[src/rtl/rotator_pkg.sv]
// Shared definitions for the serial rotator family.
//   state_t       : FSM encoding (IDLE=0, ROTATE=1, DONE=2; 3 is illegal)
//   DEFAULT_WIDTH : default data word width
//   ROT_MAX_W     : widest word the helper function handles
//   rotl1()       : rotate a w-bit value (held in the low bits) left by one
package rotator_pkg;

    localparam int DEFAULT_WIDTH = 8;
    localparam int ROT_MAX_W     = 64;

    typedef enum logic [1:0] {
        ST_IDLE   = 2'd0,
        ST_ROTATE = 2'd1,
        ST_DONE   = 2'd2
    } state_t;

    // The value sits zero-extended in the low w bits of v. The bit shifted
    // out at position w-1 wraps into bit 0, and the mask drops whatever was
    // shifted past bit w-1, so no bit is lost or zero-filled.
    function automatic logic [ROT_MAX_W-1:0] rotl1(input logic [ROT_MAX_W-1:0] v,
                                                   input int unsigned        w);
        logic [ROT_MAX_W-1:0] mask;
        mask = (w >= ROT_MAX_W) ? '1 : ((ROT_MAX_W'(1) << w) - ROT_MAX_W'(1));
        return ((v << 1) | ((v >> (w - 1)) & ROT_MAX_W'(1))) & mask;
    endfunction

endpackage

[src/rtl/rotl_step.sv]
// Combinational one-bit left rotate of a WIDTH-bit word.
//   d : word to rotate
//   q : d rotated left by one position (MSB wraps to LSB)
module rotl_step
    import rotator_pkg::*;
#(
    parameter int WIDTH = DEFAULT_WIDTH
) (
    input  logic [WIDTH-1:0] d,
    output logic [WIDTH-1:0] q
);

    assign q = WIDTH'(rotl1(ROT_MAX_W'(d), WIDTH));

endmodule

[src/rtl/left_rotator_serial.sv]
// Sequential left rotator: accepts a word and a rotate count, rotates the
// word left one bit per clock, then holds the result until it is taken.
//   clk        : clock, all state changes on the rising edge
//   rst_n      : synchronous reset, active low
//   d_in       : word to rotate, sampled on accept
//   bit_amount : left rotate count 0..WIDTH-1, sampled on accept
//   in_valid   : d_in / bit_amount are valid
//   in_ready   : block can accept (IDLE only)
//   d_out      : rotated result, meaningful while out_valid=1
//   out_valid  : d_out holds a completed result (DONE)
//   out_ready  : consumer takes the result
//   busy       : high in ROTATE or DONE
//
// Handshakes: a transfer happens on a rising edge where valid and ready are
// both 1. The producer holds its data stable while valid is high and ready
// is low; ready never depends combinationally on valid. in_ready and
// out_valid are decoded from the state register only.
//
// WIDTH must be a power of two and at least 2.
module left_rotator_serial
    import rotator_pkg::*;
#(
    parameter  int WIDTH = DEFAULT_WIDTH,
    localparam int AMT_W = $clog2(WIDTH)
) (
    input  logic             clk,
    input  logic             rst_n,
    input  logic [WIDTH-1:0] d_in,
    input  logic [AMT_W-1:0] bit_amount,
    input  logic             in_valid,
    output logic             in_ready,
    output logic [WIDTH-1:0] d_out,
    output logic             out_valid,
    input  logic             out_ready,
    output logic             busy
);

    state_t           state;
    state_t           state_nxt;
    logic [WIDTH-1:0] data_q;
    logic [WIDTH-1:0] data_rot;
    logic [AMT_W-1:0] count_q;

    // Single shared rotate step on the feedback path.
    rotl_step #(.WIDTH(WIDTH)) u_step (
        .d (data_q),
        .q (data_rot)
    );

    always_ff @(posedge clk) begin
        if (!rst_n) begin
            state   <= ST_IDLE;
            data_q  <= '0;
            count_q <= '0;
        end else begin
            state <= state_nxt;
            case (state)
                ST_IDLE: begin
                    if (in_valid) begin
                        data_q  <= d_in;
                        count_q <= bit_amount;
                    end
                end
                ST_ROTATE: begin
                    // ROTATE is only entered with count_q >= 1, so this
                    // decrement never wraps.
                    data_q  <= data_rot;
                    count_q <= count_q - AMT_W'(1);
                end
                default: begin
                end
            endcase
        end
    end

    always_comb begin
        state_nxt = state;
        case (state)
            ST_IDLE: begin
                if (in_valid) begin
                    state_nxt = (bit_amount == '0) ? ST_DONE : ST_ROTATE;
                end
            end
            ST_ROTATE: begin
                if (count_q == AMT_W'(1)) begin
                    state_nxt = ST_DONE;
                end
            end
            ST_DONE: begin
                if (out_ready) begin
                    state_nxt = ST_IDLE;
                end
            end
            // The unused encoding 2'd3 falls back to IDLE.
            default: state_nxt = ST_IDLE;
        endcase
    end

    assign in_ready  = (state == ST_IDLE);
    assign out_valid = (state == ST_DONE);
    assign busy      = (state == ST_ROTATE) || (state == ST_DONE);
    assign d_out     = data_q;

endmodule

[config.mk]
export PLATFORM = sky130hd
export DESIGN_NAME = left_rotator_serial
export DESIGN_NICKNAME = d
export VERILOG_FILES = /design/src/rtl/rotator_pkg.sv /design/src/rtl/rotl_step.sv /design/src/rtl/left_rotator_serial.sv
export SDC_FILE = /design/constraint.sdc
export NUM_CORES = 1
export LEC_CHECK = 0
export ABC_CLOCK_PERIOD_IN_PS = 2950
export BUFFER_PORTS_ARGS = -buffer_cell sky130_fd_sc_hd__buf_2
export CORE_MARGIN = 2
export CORE_UTILIZATION = 51
export DETAILED_ROUTE_END_ITERATION = 8
export HOLD_SLACK_MARGIN = 0.03
export PLACE_DENSITY = 0.77
export SKIP_CTS_REPAIR_TIMING = 1
export SLEW_MARGIN = 20
export SYNTH_ARGS = -nofsm -noshare
export SYNTH_HDL_FRONTEND = slang
export SYNTH_SLANG_ARGS = --single-unit
[constraint.sdc]
create_clock -name clk -period 2.95 [get_ports clk]
set_input_delay 0.295 -clock clk [delete_from_list [all_inputs] [get_ports clk]]
set_output_delay 0.295 -clock clk [all_outputs]
set_load 0.01 [all_outputs]
==> results of run 1 <==
-- cells by family (layout without fill, tap and decap cells) --
kind of cell | count (synthesis) | after routing | synth area share
DFF | 13 | 13 | 0.3537
and+or+nand+nor | 15 | 15 | 0.09016
adders and majority gates | 5 | 5 | 0.08503
AOI/OAI and AO/OA | 21 | 21 | 0.2364
muxes | 10 | 10 | 0.1429
buffers and inverters | 11 | 36 | 0.09183
-- state kept, by name, summed over array words and instances, names as in the netlist --
signal / cells
count_q: 3
d_out: 8
state: 2
-- routing by layer --
layer	track usage	vias up	part of all wire
met3	0.02586	2	0.039
met5	0	-	0
met2	0.3250	18	0.47
li1	-	324	-
met4	0.03871	0	0.0065
met1	0.2386	283	0.48
-- cell type report --
class,instances,area share
Clock buffer,4,0.03039
Inverter,7,0.03039
Multi-Input combinational cell,51,0.4718
Sequential cell,13,0.3010
Tap cell,15,0.02171
Timing Repair Buffer,25,0.1447
-- critical path: cells and delay by family (launching register included) --
| family | cells | cell delay [ps] |
|---|---|---|
| DFF | 1 | 330 |
| muxes | 1 | 440 |
| AOI/OAI and AO/OA | 2 | 360 |
| buffers and inverters | 1 | 90 |
| adders and majority gates | 1 | 610 |
-- worst min-delay path by stage --
stage | startpoint | to | slack [ps] | cells past startpoint
after floorplan | rst_n | state[1]$_SDFFE_PN0P_ | 430 | 1
after global placement | state[0]$_SDFFE_PN0P_ | state[0]$_SDFFE_PN0P_ | 480 | 2
after detailed placement | state[0]$_SDFFE_PN0P_ | state[0]$_SDFFE_PN0P_ | 500 | 2
after CTS | rst_n | state[1]$_SDFFE_PN0P_ | 310 | 2
after global routing | rst_n | state[1]$_SDFFE_PN0P_ | 310 | 2
final | rst_n | state[1]$_SDFFE_PN0P_ | 310 | 2
-- placed cells by master, fill, tap and decap left out, types with 2 or more instances in the layout --
master / n
sky130_fd_sc_hd__nor2_1: 8
sky130_fd_sc_hd__dfxtp_1: 13
sky130_fd_sc_hd__mux2i_1: 9
sky130_fd_sc_hd__a21oi_1: 2
sky130_fd_sc_hd__buf_2: 25
sky130_fd_sc_hd__inv_1: 6
sky130_fd_sc_hd__clkbuf_4: 3
sky130_fd_sc_hd__o21ai_2: 2
sky130_fd_sc_hd__ha_1: 5
sky130_fd_sc_hd__a211oi_1: 8
sky130_fd_sc_hd__nand2_1: 3
-- power by group through the flow --
stage               logic [mW]  clock network, mW  registers, mW
floorplan                0.396                  0          0.306
global placement         0.476                  0          0.290
detailed placement       0.487                  0          0.295
CTS                      0.497              0.111          0.291
global route             0.550              0.120          0.300
finish                   0.495              0.113          0.291
-- through the flow --
stage / instance area (µm²) / hold slack, ps / worst slack, ps / cells
global placement: 838.3 / 480.1 / 1097 / 111
detailed placement: 838.3 / 504.5 / 1060 / 111
global route: 864.6 / 309.3 / 896.6 / 115
finish: 864.6 / 314.8 / 1027 / 115
floorplan: 735.7 / 428.4 / 1502 / 75
CTS: 864.6 / 313.3 / 1027 / 115
==> implementation parameters, run 1 <==
Parameter                              Value

CTS
  CTS max path bufs    2
  Post-CTS clock slew at the launch and capture registers of the worst setup and hold paths    80 ps
  Htree depth    1
  Clock buffers created by TritonCTS    3
  Clock net sink count    13
  Clock root buffer master    sky130_fd_sc_hd__clkbuf_4
  Worst-skew pair later-pin latency    270 ps
  TritonCTS clock tree    done

Power
  Power density over cell area    1040 nW/µm²
  Peak supply drop    0.0006464 V
  Internal power    0.5155 mW
  Portion of total power attributed to sequential cells    0.324
  Leakage power of the design    0.3919 nW
  Switching Power    0.3839 mW
  Share of power burned in the clock network    0.126
  Sum of internal, switching and leakage power    0.8994 mW
  Switching Share    0.4268
  Combinational share of power    0.550

Routing
  Routed wirelength normalized by instance count    13.46 µm
  Number of design rule violations left after detail routing    0
  Vias    627
  Via-per-instance ratio    5.452
  Number of nets with antenna violations after routing    0
  Sum of routed wire length over all layers    1548 µm
  DRT iter0 DRCs    10
  Detailed-routing iteration count for the pre-antenna-repair pass    4

Setup path
  Kind of launch point of the worst setup path    flop
  Endpoint of the worst register-to-register path    count_q[0]$_SDFFE_PN0P_
  Worst Setup SP    state[1]$_SDFFE_PN0P_
  Slowest stage delay, CP    610 ps
  Worst-case register-to-register setup slack    1030 ps
  Worst reg2reg path startpoint    state[1]$_SDFFE_PN0P_
  Biggest fanout along the worst timing path    22
  Worst Setup End Kind    flop
  Required time reported for the critical path endpoint    3140 ps
  Kind of critical path    reg2reg
  Worst setup path endpoint    count_q[0]$_SDFFE_PN0P_
  Cell chain of the critical path    inv_1 > ha_1 > mux2_4 > o21ai_2 > a221oi_2
  Depth of the most critical reg-to-reg path    5
  CP Data Arrival Time    2110 ps
  Slowest stage cell on the critical path    sky130_fd_sc_hd__ha_1

Timing
  Final setup violation count    0
  Fmax achieved    520.0 MHz
  Setup repair after global routing missed its margin    no
  Relative slew slack    0.5350
  Hold Fails Final Rpt    0
  Post-Route Setup TNS    0 ps
  Max-slew violation count    0
  Transition at the pin with the smallest max-transition slack    697.5 ps
  Post-Route Skew    0.6632 ps
  Final Cycle Share    0.6519
  Minimum period implied by the final worst setup slack    1923 ps

Synth
  Ys Warns    0
  Synth top cells by count    sky130_fd_sc_hd__dfxtp_1 (13), sky130_fd_sc_hd__mux2i_1 (9), sky130_fd_sc_hd__a211oi_1 (8), sky130_fd_sc_hd__nor2_1 (8), sky130_fd_sc_hd__inv_1 (6)
  Area of the mapped netlist    735.7 µm²
  Area share of the leading cell type in the synthesized netlist    0.3537
  Flop and latch count out of synthesis    13
  Leading area contributor after synthesis    sky130_fd_sc_hd__dfxtp_1
  Top area cells in the synthesized netlist    sky130_fd_sc_hd__dfxtp_1 (35%), sky130_fd_sc_hd__mux2i_1 (12%), sky130_fd_sc_hd__ha_1 (8.5%)
  Synthesized instance count    75
  Avg Inst Size Synth    9.809 µm²
  Synth Flop Type    sky130_fd_sc_hd__dfxtp_1
  Unique masters post-synth    26
  Number of nets in the synthesized netlist    95
  Share of synthesized registers carrying an async set or reset    0
  Top-count cell post-synth    sky130_fd_sc_hd__dfxtp_1
  Number of enable-type register cells in the synthesized netlist    0
  Share of synthesized area occupied by flip-flops and latches    0.3537

Layout
  Ratio of cells with drive above 1 in the final layout    0.3300
  Utilization after layout    0.6562
  Growth of design area from synthesis to finish    17.52%
  Area used by multi-input combinational logic    407.9 µm²
  Total area of sequential cells    260.3 µm²
  Count of antenna diodes in the layout    0
  Final #Nets    121
  Fill cell total of the finished layout    115

Die
  Number of placed I/O pins    26
  Starting density of the core    0.5584
  Floorplan die height    41.98 µm
  Die X    41.98 µm
  Core Region    1318 µm²
  Count of standard-cell rows    13
  Area enclosed by the die boundary    1762 µm²

Placement
  Placed wire-length estimate    1134 µm
  Number of input and output port buffers inserted    25
  Global placement routability congestion    0.6823

Outcome
  Result of the run    finished, final reports clean

Global routing
  Final global-route overflow total    0
  Largest net degree at the start of global routing    23
  Total GRT Usage    0.1847
  Global-route wire length before repair    2532 µm
  Vias in the first global route    576
  Number of antenna violations at the first check in global routing    0

Worst hold path
  Path type of the worst min-delay path    in2reg

Job
  Number of max-cap violations    0
Note: power is estimated with default switching activity, not from simulation.
==> run 2, diff against run 1 <==
- ABC_CLOCK_PERIOD_IN_PS: 2950 -> 1910
- CORE_UTILIZATION: 51 -> 47
- PLACE_DENSITY: 0.77 -> 0.72
- clock period: 2.95 -> 1.91 ns (I/O delays scaled with it)
==> run 2 against run 1 <==
Against the previous run: power is 53% higher; non-clock buffer count grew 2; global-route usage decreased by 2.8 points; sequential power up 53%; via count shrank 0.64%; cell area is 1.9% higher; critical path depth unchanged; die area rose by 7.7%; clock skew about the same; clock power rose by 48%; combinational power rose by 55%; critical path type unchanged.
==> implementation parameters, run 2 (synthesized netlist as in run 1, its figures left out) <==
Parameter                              Value

Outcome
  Result of the run    finished, final reports clean

Routing
  DRT iter0 DRCs    5
  Number of design rule violations left after detail routing    0
  Routed wirelength normalized by instance count    11.52 µm
  Detailed-routing iteration count for the pre-antenna-repair pass    3
  Vias    623
  Via-per-instance ratio    5.280
  Number of nets with antenna violations after routing    0
  Sum of routed wire length over all layers    1359 µm

Placement
  Pre-CTS setup slack    316.2 ps
  Number of input and output port buffers inserted    25
  Global placement routability congestion    0.7248
  Placed wire-length estimate    1072 µm
  Cell count after placement    114
  Placement Cell Area    854.6 µm²

Global routing
  Vias in the first global route    563
  Final global-route overflow total    0
  Global-route wire length before repair    2256 µm
  Largest net degree at the start of global routing    23
  Total GRT Usage    0.1564
  Number of antenna violations at the first check in global routing    0

Setup path
  Number of buffer and inverter instances along the worst setup path    1
  Worst reg2reg path startpoint    state[0]$_SDFFE_PN0P_
  Slowest stage cell on the critical path    sky130_fd_sc_hd__mux2_4
  Stages on the worst setup path    5
  Endpoint of the worst register-to-register path    count_q[2]$_SDFFE_PN0P_
  Biggest fanout along the worst timing path    22
  Required time reported for the critical path endpoint    2070 ps
  Gate family responsible for the most delay along the worst path    multiplexers
  Worst Setup SP    state[0]$_SDFFE_PN0P_
  Slowest stage delay, CP    420 ps
  Kind of critical path    reg2reg
  Worst Setup End Kind    flop
  CP Data Arrival Time    1760 ps
  Kind of launch point of the worst setup path    flop
  Worst-case register-to-register setup slack    310 ps
  Depth of the most critical reg-to-reg path    5
  Cell chain of the critical path    inv_1 > ha_1 > mux2_4 > and2_1 > a32o_1

CTS
  Clock root buffer master    sky130_fd_sc_hd__clkbuf_4
  CTS max path bufs    2
  Htree depth    1
  Worst-skew pair later-pin latency    260 ps
  Clock buffers created by TritonCTS    3
  TritonCTS clock tree    done
  Clock net sink count    13
  Post-CTS clock slew at the launch and capture registers of the worst setup and hold paths    80 ps

Layout
  Utilization after layout    0.5916
  Number of flip-flops in the largest register    8
  Final design instance area without fill    880.8 µm²
  Final #Nets    123
  Commonest cells after routing, fill and taps aside    sky130_fd_sc_hd__buf_2 (25), sky130_fd_sc_hd__dfxtp_1 (13), sky130_fd_sc_hd__mux2i_1 (9)
  Final standard cell count with taps included and fillers excluded    118
  Count of antenna diodes in the layout    0
  Ratio of cells with drive above 1 in the final layout    0.3431
  Growth of design area from synthesis to finish    19.73%
  Fill cell total of the finished layout    142
  Most common library cell in the layout ignoring fill and taps    sky130_fd_sc_hd__buf_2

Timing
  Relative slew slack    0.7281
  Transition at the pin with the smallest max-transition slack    407.8 ps
  Post-Route Skew    0.9734 ps
  Minimum period implied by the final worst setup slack    1598 ps
  Max-slew violation count    0
  Fmax achieved    625.6 MHz
  Final setup violation count    0
  Setup WS post-layout    311.6 ps
  Post-Route Setup TNS    0 ps
  Hold Fails Final Rpt    0
  Final Cycle Share    0.8369
  Post-Route Hold Slack    207.8 ps
  Setup repair after global routing missed its margin    no

Die
  Count of standard-cell rows    14
  Core Region    1489 µm²
  Starting density of the core    0.4941
  Area enclosed by the die boundary    1898 µm²
  Floorplan die height    43.57 µm
  Die X    43.57 µm
  Number of placed I/O pins    26

Worst hold path
  Origin of the worst min-delay path    rst_n
  Endpoint, Worst Hold    state[1]$_SDFFE_PN0P_
  Cell depth of the worst hold path    2
  Path type of the worst min-delay path    in2reg

Job
  Number of max-cap violations    0

Power
  Peak supply drop    0.0009148 V
  Sum of internal, switching and leakage power    1.380 mW
  Power density over cell area    1566 nW/µm²
  Leakage power of the design    0.4024 nW
-- run 2: cell count changes in the layout (fill, tap and decap cells not counted), sizes merged --
cell,change
buf,+2
-- run 2: metal layers --
layer	up-vias	global-route usage	routed length (µm)
met4	0	0.03636	10
met1	285	0.1927	644
met3	2	0.05000	43
met5	-	0	0
met2	9	0.2647	660
li1	327	-	-
-- run 2: cell type report --
class,count,area (µm²),area share
multi-input cells,51,407.9,0.4631
flip-flops and latches,13,260.3,0.2955
repair buffers,27,140.1,0.1591
clock buffers,4,26.28,0.02983
inverters,7,26.28,0.02983
well taps,16,20.02,0.02273
-- run 2: power breakdown --
group | internal (mW) | switching [mW] | total, mW
sequential | 0.377 | 0.0673 | 0.444
clock | 0.0806 | 0.0864 | 0.167
combinational | 0.355 | 0.414 | 0.769
-- run 2: worst max path at each step --
stage	endpoint	slack [ps]
2_1_floorplan	count_q[2]$_SDFFE_PN0P_	460
3_3_place_gp	count_q[2]$_SDFFE_PN0P_	360
3_5_place_dp	count_q[2]$_SDFFE_PN0P_	320
4_1_cts	count_q[2]$_SDFFE_PN0P_	300
5_1_grt	count_q[2]$_SDFFE_PN0P_	240
6_report	count_q[2]$_SDFFE_PN0P_	310
